**config.mk**
```make
export PLATFORM = sky130hd
export DESIGN_NAME = vu_meter_controller
export DESIGN_NICKNAME = d
export VERILOG_FILES = /design/src/rtl/vu_meter_pkg.sv /design/src/rtl/vu_bar_decoder.sv /design/src/rtl/vu_meter_controller.sv
export SDC_FILE = /design/constraint.sdc
export NUM_CORES = 1
export LEC_CHECK = 0
export CELL_PAD_IN_SITES_DETAIL_PLACEMENT = 0
export CELL_PAD_IN_SITES_GLOBAL_PLACEMENT = 2
export CORE_ASPECT_RATIO = 1.2
export CORE_MARGIN = 2
export CORE_UTILIZATION = 36
export DETAILED_ROUTE_END_ITERATION = 10
export MAX_ROUTING_LAYER = met4
export PLACE_DENSITY_LB_ADDON = 0.1
export SYNTH_ARGS = -nofsm -noshare
export SYNTH_HDL_FRONTEND = slang
export SYNTH_SLANG_ARGS = --single-unit
```
**constraint.sdc**
```tcl
create_clock -name clk -period 9.7 [get_ports clk]
set_input_delay 1.94 -clock clk [delete_from_list [all_inputs] [get_ports clk]]
set_output_delay 1.94 -clock clk [all_outputs]
set_load 0.005 [all_outputs]
```
**src/rtl/vu_meter_pkg.sv**
```systemverilog
// Shared definitions for the VU meter controller.
//   NUM_LEDS / LED_STEP : bar geometry (16 LEDs, one per 2048 counts of level)
//   state_t             : frame sequencer states
//   stereo_mag()        : |floor((L + R) / 2)| of a packed stereo word
//   onehot16()          : 4-bit index to 16-bit one-hot marker
package vu_meter_pkg;

  localparam int NUM_LEDS = 16;
  localparam int LED_STEP = 2048;

  typedef enum logic {
    ACCUM   = 1'b0,
    PUBLISH = 1'b1
  } state_t;

  // Average is taken in 17 bits so the sum of two full-scale values cannot
  // overflow; dropping the LSB of the sum is an arithmetic shift (floor).
  // The negated -32768 wraps to 16'h8000, read back as unsigned 32768.
  function automatic logic [15:0] stereo_mag(input logic [31:0] audio);
    logic [16:0] sum;
    logic [15:0] avg;
    sum = {audio[31], audio[31:16]} + {audio[15], audio[15:0]};
    avg = sum[16:1];
    stereo_mag = avg[15] ? (~avg + 16'd1) : avg;
  endfunction

  function automatic logic [15:0] onehot16(input logic [3:0] idx);
    onehot16 = 16'd1 << idx;
  endfunction

endpackage

```
**src/rtl/vu_bar_decoder.sv**
```systemverilog
// Combinational level-to-bar decoder.
//   level     : unsigned window peak, 0..32768
//   bar       : bar[i] = level > LED_STEP*i (thermometer code)
//   top       : index of the highest lit bar segment
//   top_valid : at least one segment is lit
module vu_bar_decoder
  import vu_meter_pkg::*;
(
  input  logic [15:0] level,
  output logic [15:0] bar,
  output logic [3:0]  top,
  output logic        top_valid
);

  generate
    for (genvar gi = 0; gi < NUM_LEDS; gi++) begin : g_bar
      assign bar[gi] = (level > 16'(LED_STEP * gi));
    end
  endgenerate

  always_comb begin
    top = '0;
    for (int i = 0; i < NUM_LEDS; i++) begin
      if (bar[i]) top = 4'(i);
    end
  end

  assign top_valid = |bar;

endmodule

```
**src/rtl/vu_meter_controller.sv**
```systemverilog
// Frame-rate VU meter sequencer.
// Accumulates the peak stereo magnitude over WINDOW_SAMPLES accepted
// samples, then spends one PUBLISH cycle updating the LED bar, the level
// word and the peak-hold marker.
//   clk, rst     : clock, synchronous active-high reset
//   sample_valid : strobe qualifying inputAudio
//   inputAudio   : [31:16] left, [15:0] right, signed
//   freeze       : holds leds/level during PUBLISH (peak hold still advances)
//   leds         : bar OR peak marker
//   level        : last published window peak
//   frame_done   : one-cycle pulse after each PUBLISH
module vu_meter_controller
  import vu_meter_pkg::*;
#(
  parameter int WINDOW_SAMPLES = 1024,
  parameter int HOLD_FRAMES    = 24
) (
  input  logic        clk,
  input  logic        rst,
  input  logic        sample_valid,
  input  logic [31:0] inputAudio,
  input  logic        freeze,
  output logic [15:0] leds,
  output logic [15:0] level,
  output logic        frame_done
);

  localparam int CNT_W  = $clog2(WINDOW_SAMPLES);
  localparam int HOLD_W = (HOLD_FRAMES < 1) ? 1 : $clog2(HOLD_FRAMES + 1);
  localparam logic [CNT_W-1:0]  LAST_CNT  = CNT_W'(WINDOW_SAMPLES - 1);
  localparam logic [HOLD_W-1:0] HOLD_LOAD = HOLD_W'(HOLD_FRAMES);

  state_t            state_reg, state_next;
  logic [15:0]       win_peak_reg;
  logic [CNT_W-1:0]  count_reg;
  logic              peak_valid_reg, peak_valid_next;
  logic [3:0]        peak_idx_reg, peak_idx_next;
  logic [HOLD_W-1:0] hold_cnt_reg, hold_cnt_next;
  logic [15:0]       leds_reg, level_reg;
  logic              frame_done_reg;

  logic [15:0] mag;
  logic [15:0] bar;
  logic [3:0]  top;
  logic        top_valid;
  logic [3:0]  idx_dec;

  assign mag = stereo_mag(inputAudio);

  // The decoder looks at the completed window peak, which is stable
  // throughout the PUBLISH cycle.
  vu_bar_decoder u_bar_decoder (
    .level     (win_peak_reg),
    .bar       (bar),
    .top       (top),
    .top_valid (top_valid)
  );

  always_comb begin
    state_next = state_reg;
    case (state_reg)
      ACCUM:   if (sample_valid && count_reg == LAST_CNT) state_next = PUBLISH;
      PUBLISH: state_next = ACCUM;
      default: state_next = ACCUM;
    endcase
  end

  // Peak marker: a new top at or above the marker re-arms it; otherwise the
  // hold counter runs down, then the marker steps down one LED per frame.
  always_comb begin
    peak_valid_next = peak_valid_reg;
    peak_idx_next   = peak_idx_reg;
    hold_cnt_next   = hold_cnt_reg;
    idx_dec         = peak_idx_reg - 4'd1;
    if (state_reg == PUBLISH) begin
      if (top_valid && (!peak_valid_reg || top >= peak_idx_reg)) begin
        peak_idx_next   = top;
        peak_valid_next = 1'b1;
        hold_cnt_next   = HOLD_LOAD;
      end else if (hold_cnt_reg != '0) begin
        hold_cnt_next = hold_cnt_reg - HOLD_W'(1);
      end else if (peak_valid_reg) begin
        if (peak_idx_reg == 4'd0) begin
          peak_valid_next = 1'b0;
        end else if (top_valid && top >= idx_dec) begin
          peak_idx_next = top;
          hold_cnt_next = HOLD_LOAD;
        end else begin
          peak_idx_next = idx_dec;
        end
      end
    end
  end

  always_ff @(posedge clk) begin
    if (rst) begin
      state_reg      <= ACCUM;
      win_peak_reg   <= '0;
      count_reg      <= '0;
      peak_valid_reg <= 1'b0;
      peak_idx_reg   <= '0;
      hold_cnt_reg   <= '0;
      leds_reg       <= '0;
      level_reg      <= '0;
      frame_done_reg <= 1'b0;
    end else begin
      state_reg      <= state_next;
      peak_valid_reg <= peak_valid_next;
      peak_idx_reg   <= peak_idx_next;
      hold_cnt_reg   <= hold_cnt_next;
      frame_done_reg <= (state_reg == PUBLISH);

      if (state_reg == PUBLISH) begin
        // A strobe here opens the next window rather than being lost.
        win_peak_reg <= sample_valid ? mag : 16'd0;
        count_reg    <= sample_valid ? CNT_W'(1) : '0;
        if (!freeze) begin
          level_reg <= win_peak_reg;
          leds_reg  <= bar | (peak_valid_next ? onehot16(peak_idx_next) : 16'd0);
        end
      end else if (sample_valid) begin
        if (mag > win_peak_reg) win_peak_reg <= mag;
        count_reg <= (count_reg == LAST_CNT) ? '0 : count_reg + CNT_W'(1);
      end
    end
  end

  assign leds       = leds_reg;
  assign level      = level_reg;
  assign frame_done = frame_done_reg;

endmodule

```
======== After elaboration in Yosys (flattened, before gate mapping) ========
Index checks and enable logic that the tools add are counted.
W data, S select, Z words.
operators by class
  bitwise gates (word level) .............. 4
  muxes and demuxes ....................... 43
  equal/unequal tests ..................... 2
  order comparisons ....................... 19
  $add $sub $neg .......................... 5
  shift-type cells ........................ 1
  reduce and logical (&&, ||, !) cells .... 15
operators with widths
  cell                     count
  $gt A16 B15 Y1 const B   8
  $mux W16                 6
  $gt A16 B14 Y1 const B   4
  $mux W4                  14
  $gt A16 B13 Y1 const B   2
  $mux W10                 3
  $mux W5                  5
  $add A16 B16 Y17         1
  $add A16 B1 Y16 const B  1
  $gt A16 B1 Y1 const B    1
  $gt A16 B12 Y1 const B   1
  $gt A16 B16 Y1           1
  $not A16 Y16             1
  $or A16 B16 Y16          1
  $reduce_or A16 Y1        1
  $shl A1 B4 Y16 const A   1
  $mux W3                  4
  $add A10 B1 Y10 const B  1
  $eq A10 B10 Y1 const B   1
  $ge A4 B4 Y1             2
  $mux W1                  8
  $reduce_bool A3 Y1       2
  $reduce_bool A5 Y1       1
  $sub A5 B1 Y5 const B    1
  other kinds (12)         18
storage, ports and cells
  logic and storage cells ................. 98
  flip-flop bits (word level) ............. 70
  output and inout bits ................... 33

======== Depth between registers and ports, before layout ========
  depth after elaboration ................. 27
  gate-level depth with buffers ........... 19

======== Modules after synthesis ========
Synthesis repeated with hierarchy kept, for this count alone.
second synthesis, totals
  cell total of the unflattened synthesis .. 668
  area, all modules ....................... 5148.7 µm²
by module, submodules not included
  module               sequential area each (µm²)  area each (µm²)  times used  cells each
  vu_meter_controller  1401.3                      4792.1           1           613
  vu_bar_decoder       0.0                         356.6            1           55

======== Worst setup path before layout ========
Ideal clock, no wire load.
  path kind ............................... input to register
  start point ............................. input inputAudio[0]
  end point ............................... register win_peak_reg[14]
  data arrival time ....................... 5.867 ns
  required time ........................... 9.621 ns
  buffers on the path ..................... 1
  stages .................................. 18
  slack ................................... 3.754 ns
  cells stage by stage .................... and2_1 > fa_1 > a211oi_2 > nor2_1 > xor2_1 > or2_2 > or4_1 > o21ai_0 > xnor2_1 > ha_1 > a211oi_1 > o221ai_1 > a31o_2 > a21o_1 > a21oi_1 > clkbuf_1 > nand2_1 > o211ai_1
on the way
  cells in the longest elaborated chain, start to end .. 7
  elaborated cells on any way between the ends .. 11
  those cells by class .................... add/sub (2); order compare (1); mux (5); bitwise (1); reduce/logical (2)
RTL lines
  item                                                             line                        RTL
  start: declaration                                               vu_meter_controller.sv:21   input logic [31:0] inputAudio,
  $add A16 B16 Y17 (*)                                             vu_meter_pkg.sv:22          sum = {audio[31], audio[31:16]} + {audio[15], audio[15:0]};
  $not A16 Y16                                                     vu_meter_pkg.sv:24          stereo_mag = avg[15] ? (~avg + 16'd1) : avg;
  $add A16 B1 Y16                                                  vu_meter_pkg.sv:24
  $mux W16 (*)                                                     vu_meter_pkg.sv:24
  $gt A16 B16 Y1 or $mux W16 (tied branches)                       vu_meter_controller.sv:122  if (mag > win_peak_reg) win_peak_reg <= mag;
  $reduce_bool A2 Y1 (no source line) or $mux W16 (tied branches)  n/a
  $reduce_and A2 Y1 (no source line) or $mux W16 (tied branches)   n/a
  end signal: assignment                                           vu_meter_controller.sv:115  win_peak_reg <= sample_valid ? mag : 16'd0;
  end signal: assignment                                           vu_meter_controller.sv:122
  end: declaration                                                 vu_meter_controller.sv:34   logic [15:0] win_peak_reg;
Every way passes the cells marked *; elsewhere a longest branch is shown, timed or not. The select of a mux whose other input is x is not followed.
A chain may end at the register's enable or synchronous reset.

======== Worst setup path after layout ========
Same ends and word-level chain as after synthesis.

==> flow_metrics.py <==
metrics = {
    "status": {
        "run_status": "finished clean",
    },
    "routing": {
        "num_vias": 4783,
        "first_pass_iters": 4,
        "wire_per_inst_um": 16.2,
        "drtAntennaViolNets": 0,
        "wirelength_um": 14000,
        "remaining_drc_errors": 0,
        "vias_per_cell": 5.54,
        "drt_iter0_markers": 261,
    },
    "synthesis": {
        "seq_area_frac_synth": 0.275,
        "syn-instance-count": 631,
        "synthMuxAreaShare": 0.00883,
        "syn_avg_cell_area_um2": 8.08,
        "syn_nets": 711,
        "synthSimpleGateAreaFrac": 0.239,
        "synth_seq_cells": 70,
        "synth.distinct_cells": 76,
        "async_flop_share": 0,
        "yosys.area.top_type": "dfxtp_1",
        "ys_warn_count": 0,
        "synth_top_area_frac": 0.275,
        "yosys_most_used_dff": "dfxtp_1",
        "synth_top_family_by_area": "compound AO/OA/AOI/OAI gates",
        "synth_area_um2": 5100,
        "yosysMostFrequentCell": "nand2_1",
        "synth_edf_count": 0,
        "ys_top_cells_by_count": "71 x nand2_1, 70 x dfxtp_1, 63 x nor2_1, 46 x a21oi_1, 43 x ha_1",
        "synthXorXnorAreaFrac": 0.0584,
        "synth_compound_area_frac": 0.262,
        "synth_adder_area_share": 0.109,
        "synth.area.top_cells": "dfxtp_1 27%, ha_1 11%, nand2_1 5.2%",
    },
    "clock_tree": {
        "insertion_delay_ns": 0.33,
        "ctsResizeCount": 0,
        "path_clk_slew_ns": 0.06,
        "max-clock-path-buffers": 2,
        "tritoncts": "done",
        "clock-sinks": 70,
        "post-cts-setup-buffers": 0,
        "postCtsHoldBufs": 0,
        "cts-buffers-inserted": 9,
        "htreeDepth": 3,
        "cts_root_buffer": "clkbuf_16",
    },
    "finish": {
        "drive_gt1_frac": 0.0737,
        "antenna_cells": 0,
        "final-seq-area_um2": 1400,
        "nNetsFinal": 767,
        "area_growth_pct": 21.8,
        "multiInputGateArea_um2": 3460,
        "fin_util": 0.450,
        "fill_cells": 1373,
    },
    "timing": {
        "clock.fmax_mhz": 147,
        "fin_crit_sh": 0.702,
        "final_hold_viol_count": 0,
        "min_period_ns": 6.81,
        "worstMarginPinSlew_ns": 1.15,
        "finalClockSkew_ns": 0.0104,
        "setup_tns_ns": 0,
        "report.final.slew_viol_count": 0,
        "rsz0062_at_grt": "no",
        "setup_viol": 0,
        "slew_headroom": 0.234,
        "final.hold.worst_slack_ns": 0.455,
    },
    "global_routing": {
        "grt-ovfl-total": 0,
        "antenna_found_initial": 0,
        "grt_pass1_wl_um": 23200,
        "grt_usage": 0.194,
        "grt_pass1_vias": 4792,
        "grt_max_degree": 51,
    },
    "die": {
        "rows": 47,
        "die_area_um2": 15100,
        "start_util": 0.369,
        "io_pins": 69,
        "core-area_um2": 13800,
        "die_w_um": 113,
        "die_y_um": 134,
    },
    "power": {
        "p_per_area_nw_per_um2": 187,
        "p_leak_uw": 0.00232,
        "ir_drop_v": 0.0000953,
    },
    "placement": {
        "globalplace.congestion": 0.892,
        "port_buffers": 68,
        "hpwl_um": 10600,
    },
    "flow_run": {
        "max_cap_violations": 0,
    },
    "critical_path": {
        "cp-start-kind": "input pin",
        "critical_path_class": "in2reg",
        "cp_max_fo": 14,
        "cp.arrival_ns": 7.06,
        "endpoint_kind": "register",
        "cp.required_ns": 9.95,
    },
    "worst_hold_path": {
        "hold_path_class": "reg2reg",
    },
}
power breakdown:
| group | internal [uW] | total, uW | switching [uW] |
|---|---|---|---|
| Clock | 225 | 353 | 128 |
| Combinational | 193 | 456 | 263 |
| Sequential | 307 | 351 | 44.2 |
| Total | 725 | 1160 | 435 |
cell type report:
type | instances | area share
Multi-Input combinational cell | 502 | 0.557
Sequential cell | 70 | 0.226
Timing Repair Buffer | 71 | 0.112
Clock buffer | 10 | 0.0369
Tap cell | 171 | 0.0344
Inverter | 33 | 0.0199
Clock inverter | 6 | 0.0139
worst paths after layout:
check,from,end,slack (ns),depth (start not counted)
worst max-delay path,inputAudio[0],win_peak_reg[14]$_SDFFE_PP0P_,2.89,19
worst max register to register,win_peak_reg[0]$_SDFFE_PP0P_,leds[8]$_SDFFE_PP0P_,5.43,11
worst min-delay path,level[14]$_SDFFE_PP0P_,level[14]$_SDFFE_PP0P_,0.45,2
worst min register to register,level[14]$_SDFFE_PP0P_,level[14]$_SDFFE_PP0P_,0.45,2
through the flow:
step           instance area [um2]  std cells  setup slack [ns]  power, uW
3_3_place_gp                  5900        847              2.64        805
4_1_cts                       6210        863              2.86       1170
6_report                      6210        863              2.89       1160
2_1_floorplan                 5100        631              3.75        695
3_5_place_dp                  5900        847              2.53        812
5_1_grt                       6210        863              2.48       1240
metal layers:
metal,up-vias,part of all wire,track usage
met5,-,0,-
met4,0,0.016,0.0603
met3,17,0.029,0.0321
met2,89,0.53,0.355
met1,2259,0.43,0.213
li1,2418,-,-
cell families after synthesis:
logic type                 Yosys count
and+or+nand+nor                    230
xor gates and xnor gates            34
adders and majority gates           44
buffers and inverters               59
DFF                                 70
muxes                                4
AOI/OAI and AO/OA                  190
critical path, stage by stage:
cell,delay (ns)
clkdlybuf4s50_1,0.42
and2_1,0.17
fa_1,0.41
a211oi_2,0.27
nor2_1,0.09
xor2_1,0.16
or2_2,0.35
nor4_1,0.53
a21oi_1,0.17
xor2_1,0.25
ha_1,0.29
a21o_1,0.18
a21o_1,0.16
a21o_1,0.16
a21o_1,0.18
a21o_1,0.19
a21oi_1,0.87
nand2_1,0.14
o211ai_1,0.12
placed cells by master, fill, tap and decap left out, types with 5 or more instances in the layout:
master and n:
a21o_1 13, or3_1 6, clkdlybuf4s50_1 67, xnor2_1 20, nand4_1 9, a21oi_1 46, nor3_1 18, nand3_1 12
inv_1 32, o21a_1 9, dfxtp_1 70, ha_1 43, clkbuf_16 9, o21ai_0 29, a22oi_1 5, a211oi_1 9
a31oi_1 10, or2_2 6, xor2_1 14, nand2_1 71, a22o_1 12, and2_1 5, nor2_1 62, nand2b_1 8
Power figures use the tool's default switching activity.
